File: config.mk
export PLATFORM = sky130hd
export DESIGN_NAME = seq_sub_n
export DESIGN_NICKNAME = d
export VERILOG_FILES = /design/src/rtl/seq_sub_n_pkg.sv /design/src/rtl/rca_n.sv /design/src/rtl/seq_sub_n.sv
export SDC_FILE = /design/constraint.sdc
export NUM_CORES = 1
export LEC_CHECK = 0
export ABC_AREA = 0
export CAP_MARGIN = 20
export CELL_PAD_IN_SITES_DETAIL_PLACEMENT = 0
export CELL_PAD_IN_SITES_GLOBAL_PLACEMENT = 1
export CORE_ASPECT_RATIO = 1.2
export CORE_MARGIN = 4
export CORE_UTILIZATION = 44
export DETAILED_ROUTE_END_ITERATION = 6
export GPL_ROUTABILITY_DRIVEN = 0
export PLACE_DENSITY_LB_ADDON = 0.1
export SETUP_SLACK_MARGIN = 0.2
export SLEW_MARGIN = 20
export SYNTH_ARGS = -nofsm -noshare
export SYNTH_HDL_FRONTEND = slang
export SYNTH_HIERARCHICAL = 1
export SYNTH_SLANG_ARGS = --single-unit
File: constraint.sdc
create_clock -name clk -period 6.4 [get_ports clk]
set_input_delay 0.96 -clock clk [delete_from_list [all_inputs] [get_ports clk]]
set_output_delay 0.96 -clock clk [all_outputs]
set_load 0.01 [all_outputs]
File: src/rtl/seq_sub_n_pkg.sv
// Shared ALU package: FSM state encoding and default widths
// for the chunked subtract/compare path.
package seq_sub_n_pkg;

  localparam int N_DEF = 16;
  localparam int W_DEF = 4;

  typedef enum logic [1:0] {
    IDLE = 2'd0,
    RUN  = 2'd1,
    DONE = 2'd2
  } state_t;

  function automatic int cnt_w(input int chunks);
    return (chunks > 1) ? $clog2(chunks) : 1;
  endfunction

endpackage

File: src/rtl/rca_n.sv
// Generic n-bit ripple-carry adder: s = x + y + c_in.
// Carry-out on c_out.
module rca_n #(
  parameter int n = 4
) (
  input  logic [n-1:0] x,
  input  logic [n-1:0] y,
  input  logic         c_in,
  output logic [n-1:0] s,
  output logic         c_out
);

  logic [n:0] c;

  assign c[0] = c_in;

  for (genvar i = 0; i < n; i++) begin : g_bit
    assign s[i]   = x[i] ^ y[i] ^ c[i];
    assign c[i+1] = (x[i] & y[i]) | (c[i] & (x[i] ^ y[i]));
  end

  assign c_out = c[n];

endmodule

File: src/rtl/seq_sub_n.sv
// Multi-cycle chunked subtractor: d = a + ~b + 1, W bits per
// cycle, LS chunk first, carry held in a register between chunks.
module seq_sub_n
  import seq_sub_n_pkg::*;
#(
  parameter int N = N_DEF,
  parameter int W = W_DEF
) (
  input  logic         clk,
  input  logic         rst,
  input  logic         in_valid,
  output logic         in_ready,
  input  logic [N-1:0] a,
  input  logic [N-1:0] b,
  output logic         out_valid,
  input  logic         out_ready,
  output logic [N-1:0] d,
  output logic         borrow_out,
  output logic         ovf
);

  localparam int CHUNKS = N / W;
  localparam int CW     = cnt_w(CHUNKS);
  localparam logic [CW-1:0] LAST = CW'(CHUNKS - 1);

  state_t state, state_nx;

  logic [N-1:0]  a_q, b_q, d_q;
  logic [CW-1:0] cnt;
  logic          carry;
  logic          borrow_q, ovf_q;

  logic [W-1:0]  a_ck, b_ck, sum;
  logic          c_nx;
  logic          last;
  logic          accept;

  assign a_ck   = a_q[int'(cnt)*W +: W];
  assign b_ck   = b_q[int'(cnt)*W +: W];
  assign last   = (cnt == LAST);
  assign accept = in_valid && in_ready;

  rca_n #(.n(W)) u_rca (
    .x     (a_ck),
    .y     (~b_ck),
    .c_in  (carry),
    .s     (sum),
    .c_out (c_nx)
  );

  // Flags decode straight from state so reset kills them at once
  assign in_ready   = (state == IDLE) && !rst;
  assign out_valid  = (state == DONE);
  assign d          = d_q;
  assign borrow_out = borrow_q;
  assign ovf        = ovf_q;

  always_comb begin
    state_nx = state;
    case (state)
      IDLE: if (accept)    state_nx = RUN;
      RUN:  if (last)      state_nx = DONE;
      DONE: if (out_ready) state_nx = IDLE;
      default:             state_nx = IDLE;
    endcase
  end

  always_ff @(posedge clk or posedge rst) begin
    if (rst) state <= IDLE;
    else     state <= state_nx;
  end

  always_ff @(posedge clk or posedge rst) begin
    if (rst) begin
      a_q      <= '0;
      b_q      <= '0;
      d_q      <= '0;
      cnt      <= '0;
      carry    <= 1'b1;
      borrow_q <= 1'b0;
      ovf_q    <= 1'b0;
    end else if (accept) begin
      a_q   <= a;
      b_q   <= b;
      cnt   <= '0;
      carry <= 1'b1;
    end else if (state == RUN) begin
      d_q[int'(cnt)*W +: W] <= sum;
      carry <= c_nx;
      cnt   <= last ? '0 : cnt + 1'b1;
      if (last) begin
        borrow_q <= ~c_nx;
        // sum[W-1] is the new result MSB on the final chunk
        ovf_q    <= (a_q[N-1] != b_q[N-1]) &&
                    (sum[W-1] != a_q[N-1]);
      end
    end
  end

endmodule

==> results.md <==
Worst hold path:
- The worst hold path begins at d[13].
- The number of cells traversed by the worst hold path is 2.
- The end point of the most critical hold path is d[13].
- The tightest min-delay check is of the flip-flop to flip-flop type.

Critical path:
- Counting cells, the worst reg-to-reg path comes to 11.
- The highest net fanout along the worst path is 19.
- The critical-path cell with the highest stage delay is sky130_fd_sc_hd__dfrtp_1.
- The data arrival time at the worst-slack endpoint is 3.79 ns.
- The largest incremental delay on the critical path is 0.84 ns.
- STA puts the critical path data required time at 6.59 ns.
- STA classifies the critical path endpoint as a flip-flop.
- The startpoint type of the worst setup path is a flip-flop.
- By startpoint and endpoint, the worst setup path is classified as flip-flop to flip-flop.
- The critical path goes through mux4_2, fa_1, inv_1, fa_1, inv_1, fa_1, inv_1, fa_1, inv_1, nand2_1, o41ai_1.
- The endpoint of the worst-slack reg-to-reg timing path is d[15].
- The startpoint of the most critical register-to-register path is cnt[0].
- For flop-to-flop paths, the worst setup slack is 2.80 ns.

Clocking:
- The number of clock buffers inserted by TritonCTS is 5.
- The clock net in this run drives a total of 55 sinks.
- The post-CTS setup buffer count is 0.
- The buffer cell driving the clock tree root is sky130_fd_sc_hd__clkbuf_8.
- The clock transition at the register clock pins on the worst setup and hold paths after CTS is 0.10 ns.
- TritonCTS built the clock tree.
- Buffers inserted to repair hold after CTS numbered 0.
- After clock tree synthesis, the repair step resized 0 gates.
- The longest clock path from root to sink contains 2 buffers.
- The H-tree generated during clock tree synthesis spans 2 levels.
- For the worst-skew pair, the clock arrives at the later sink with an insertion delay of 0.31 ns.

Timing:
- For the pin with the worst max-slew slack, the measured transition is 0.755 ns.
- In the final timing run, aggregate negative setup slack is 0 ns.
- The final number of max-transition violations came to 0.
- The worst pin sits at a relative slew slack of 49.7%.
- The final critical path takes up 56.3% of the cycle.
- The final hold violation count is 0.
- The worst setup slack after layout is 2.80 ns.
- The worst clock skew is 0.0124 ns.
- The time the final worst path needs with I/O delays and setup is 3.60 ns.
- The number of setup violations in the final report is 0.
- Derived from the worst setup path, the maximum achievable clock frequency is 278 MHz.
- Setup repair after global routing left no endpoint under its margin.

Floorplanning:
- The floorplan step defined a die boundary enclosing 0.00757 sq mm.
- The total number of placement rows is 31.
- The starting density of the core is 45.4%.
- The die is 80.1 um wide.
- The chip height is 94.5 um.
- Pin placement for this block handled 56 I/O pins.
- The total area inside the core boundary comes to 0.00605 sq mm.

Pwr:
- IR analysis of the VDD net gives a maximum drop of 253 uV.
- The leakage power figure is 1.52 nW.
- For this design the ratio of total power to cell area is 508 mW/mm^2.
- The overall power after layout is 0.00174 W.

Layout:
- The number of nets in the layout is 294.
- The final design area excluding fillers is 0.00343 sq mm.
- The library cell used most frequently in the layout, excluding fill and tap cells, is sky130_fd_sc_hd__clkdlybuf4s50_1.
- The filler cell count in the final layout is 539.
- Of the cells placed in the final design, the portion with a size suffix greater than 1 is 20.9%.
- The number of antenna diodes in the final layout is 0.
- In the layout the commonest cells are 55 x sky130_fd_sc_hd__clkdlybuf4s50_1, 54 x sky130_fd_sc_hd__dfrtp_1, 28 x sky130_fd_sc_hd__mux2_4.
- The area added between synthesis and finish is 24.8%.

Placed design:
- The pre-CTS setup slack is 2.76 ns.
- The number of input and output port buffers inserted is 55.
- The half-perimeter wire length after detailed placement is 3.69 mm.
- The placed instances occupy a cell area of 0.00329 sq mm.

GRT:
- The overall global routing resource usage is 14.5%.
- The number of antenna violations at the first check in global routing came to 0.
- For this run the aggregate overflow at the end of global routing stands at 0.
- The number of global-route vias before repair is 1741.
- The pin count of the biggest net entering global routing is 56.
- The wire length of the first global-routing pass is 8.45 mm.

Detailed routing:
- The number of iterations in the first detailed-routing pass is 4.
- The count of antenna-violating nets left after detailed routing is 0.
- For this block, the initial DRC count from the detailed router was 73.
- The average vias per placed instance is 5.02.
- The residual DRC count is 0.
- The routed layout has 1660 vias.
- The final routed wire length divided by cell count is 15.2 um.
- The final layout contains routed wiring with a total length of 5.04 mm.

Yosys:
- The netlist area before placement is 0.00275 sq mm.
- The flip-flop and latch count after synthesis is 55.
- The post-synthesis net count is 240.
- The synthesized design contains 0 enable-type register cells.
- After synthesis, the netlist uses 28 different library cells.
- Of the synthesized area, sequential elements account for 50.2%.
- For this run, the number of Yosys warnings is 6.
- The cell count after synthesis is 194.
- The primary flip-flop cell chosen by synthesis mapping is sky130_fd_sc_hd__dfrtp_1.
- The synthesized area divided by synthesized cell count is 14.2 sq um.
- For this run, asynchronously set or reset flops after synthesis account for 100%.

Flow run:
- The number of violations of the max-capacitance limit is 0.

Status:
- The run finished with clean final reports.
-- logic make-up after synthesis --
group / after synthesis / share of synthesized area [%]
muxes: 42 / 24.2
DFF: 55 / 50.2
AOI/OAI and AO/OA: 22 / 6.02
buffers and inverters: 28 / 6.65
and+or+nand+nor: 37 / 7.25
adders and majority gates: 10 / 5.65
-- report_power, final --
group / leakage, nW / total [W] / internal [W] / switching (W)
Sequential: 0.686 / 0.000632 / 0.000502 / 0.000130
Combinational: 0.767 / 0.000843 / 0.000451 / 0.000392
Clock: 0.0654 / 0.000267 / 0.000156 / 0.000110
Total: 1.52 / 0.00174 / 0.00111 / 0.000632
-- through the flow --
step	instances	hold slack [ns]	util (%)
2_1_floorplan	194	0.476	-
3_3_place_gp	323	0.458	54.4
3_5_place_dp	323	0.461	54.4
4_1_cts	331	0.485	56.6
5_1_grt	331	0.517	56.6
6_report	331	0.482	56.6
-- registers in the layout (all words and copies together), names as in the netlist --
name	flops
a_q	16
b_q	16
borrow_out	1
carry	1
cnt	2
d	16
ovf	1
state	2
-- cell usage after synthesis, types with 2 or more instances --
cell type                  instances  area [sq um]
sky130_fd_sc_hd__buf_12            4          80.1
sky130_fd_sc_hd__nand2b_1          3          18.8
sky130_fd_sc_hd__nand2_1          20          75.1
sky130_fd_sc_hd__o21ai_0           4          20.0
sky130_fd_sc_hd__fa_1              4          80.1
sky130_fd_sc_hd__nand3b_1          5          37.5
sky130_fd_sc_hd__mux4_2            8           180
sky130_fd_sc_hd__inv_1            19          71.3
sky130_fd_sc_hd__a21oi_1           2          10.0
sky130_fd_sc_hd__mux2_4           28           420
sky130_fd_sc_hd__o41ai_1           6          52.6
sky130_fd_sc_hd__mux2i_1           2          20.0
sky130_fd_sc_hd__nor4_1            2          12.5
sky130_fd_sc_hd__a22o_1            6          52.6
sky130_fd_sc_hd__nor2b_1           2          12.5
sky130_fd_sc_hd__o31ai_1           4          30.0
sky130_fd_sc_hd__buf_2             3          15.0
sky130_fd_sc_hd__ha_1              6          75.1
sky130_fd_sc_hd__dfrtp_1          54          1350
sky130_fd_sc_hd__mux2_2            4          45.0
-- critical path: cells and delay by family (launching register included) --
family | cells | cell delay, ns
flip-flops | 1 | 0.84
AO/OA/AOI/OAI | 1 | 0.31
AND/OR/NAND/NOR | 1 | 0.10
multiplexers | 1 | 0.61
buffers and inverters | 4 | 0.34
adder cells (fa/ha/maj) | 4 | 1.30
-- layer usage --
metal  vias up  routed length, um  GRT usage [%]
met5         -                  0              0
met4         0                 44           3.38
met3         4                241           3.15
met2        49               2500           23.7
met1       815               2250           19.7
li1        792                  -              -
-- cell type report --
class	count	area [sq um]	share of cell area, %
Clock buffer	6	72.6	2.12
Clock inverter	2	60.1	1.75
Inverter	19	71.3	2.08
Multi-Input combinational cell	111	1180	34.6
Sequential cell	55	1380	40.2
Tap cell	82	103	2.99
Timing Repair Buffer	56	558	16.3
-- how the worst max path moves through the flow --
stage	startpoint	to	slack, ns	depth (start not counted)
finish	cnt[0]	d[15]	2.80	11
global route	cnt[0]	d[15]	2.48	11
CTS	cnt[0]	d[15]	2.76	11
detailed placement	cnt[0]	d[15]	2.76	11
global placement	cnt[0]	d[15]	2.84	11
floorplan	cnt[0]	d[15]	3.28	12
No activity file was read; power rests on OpenSTA's default activity.
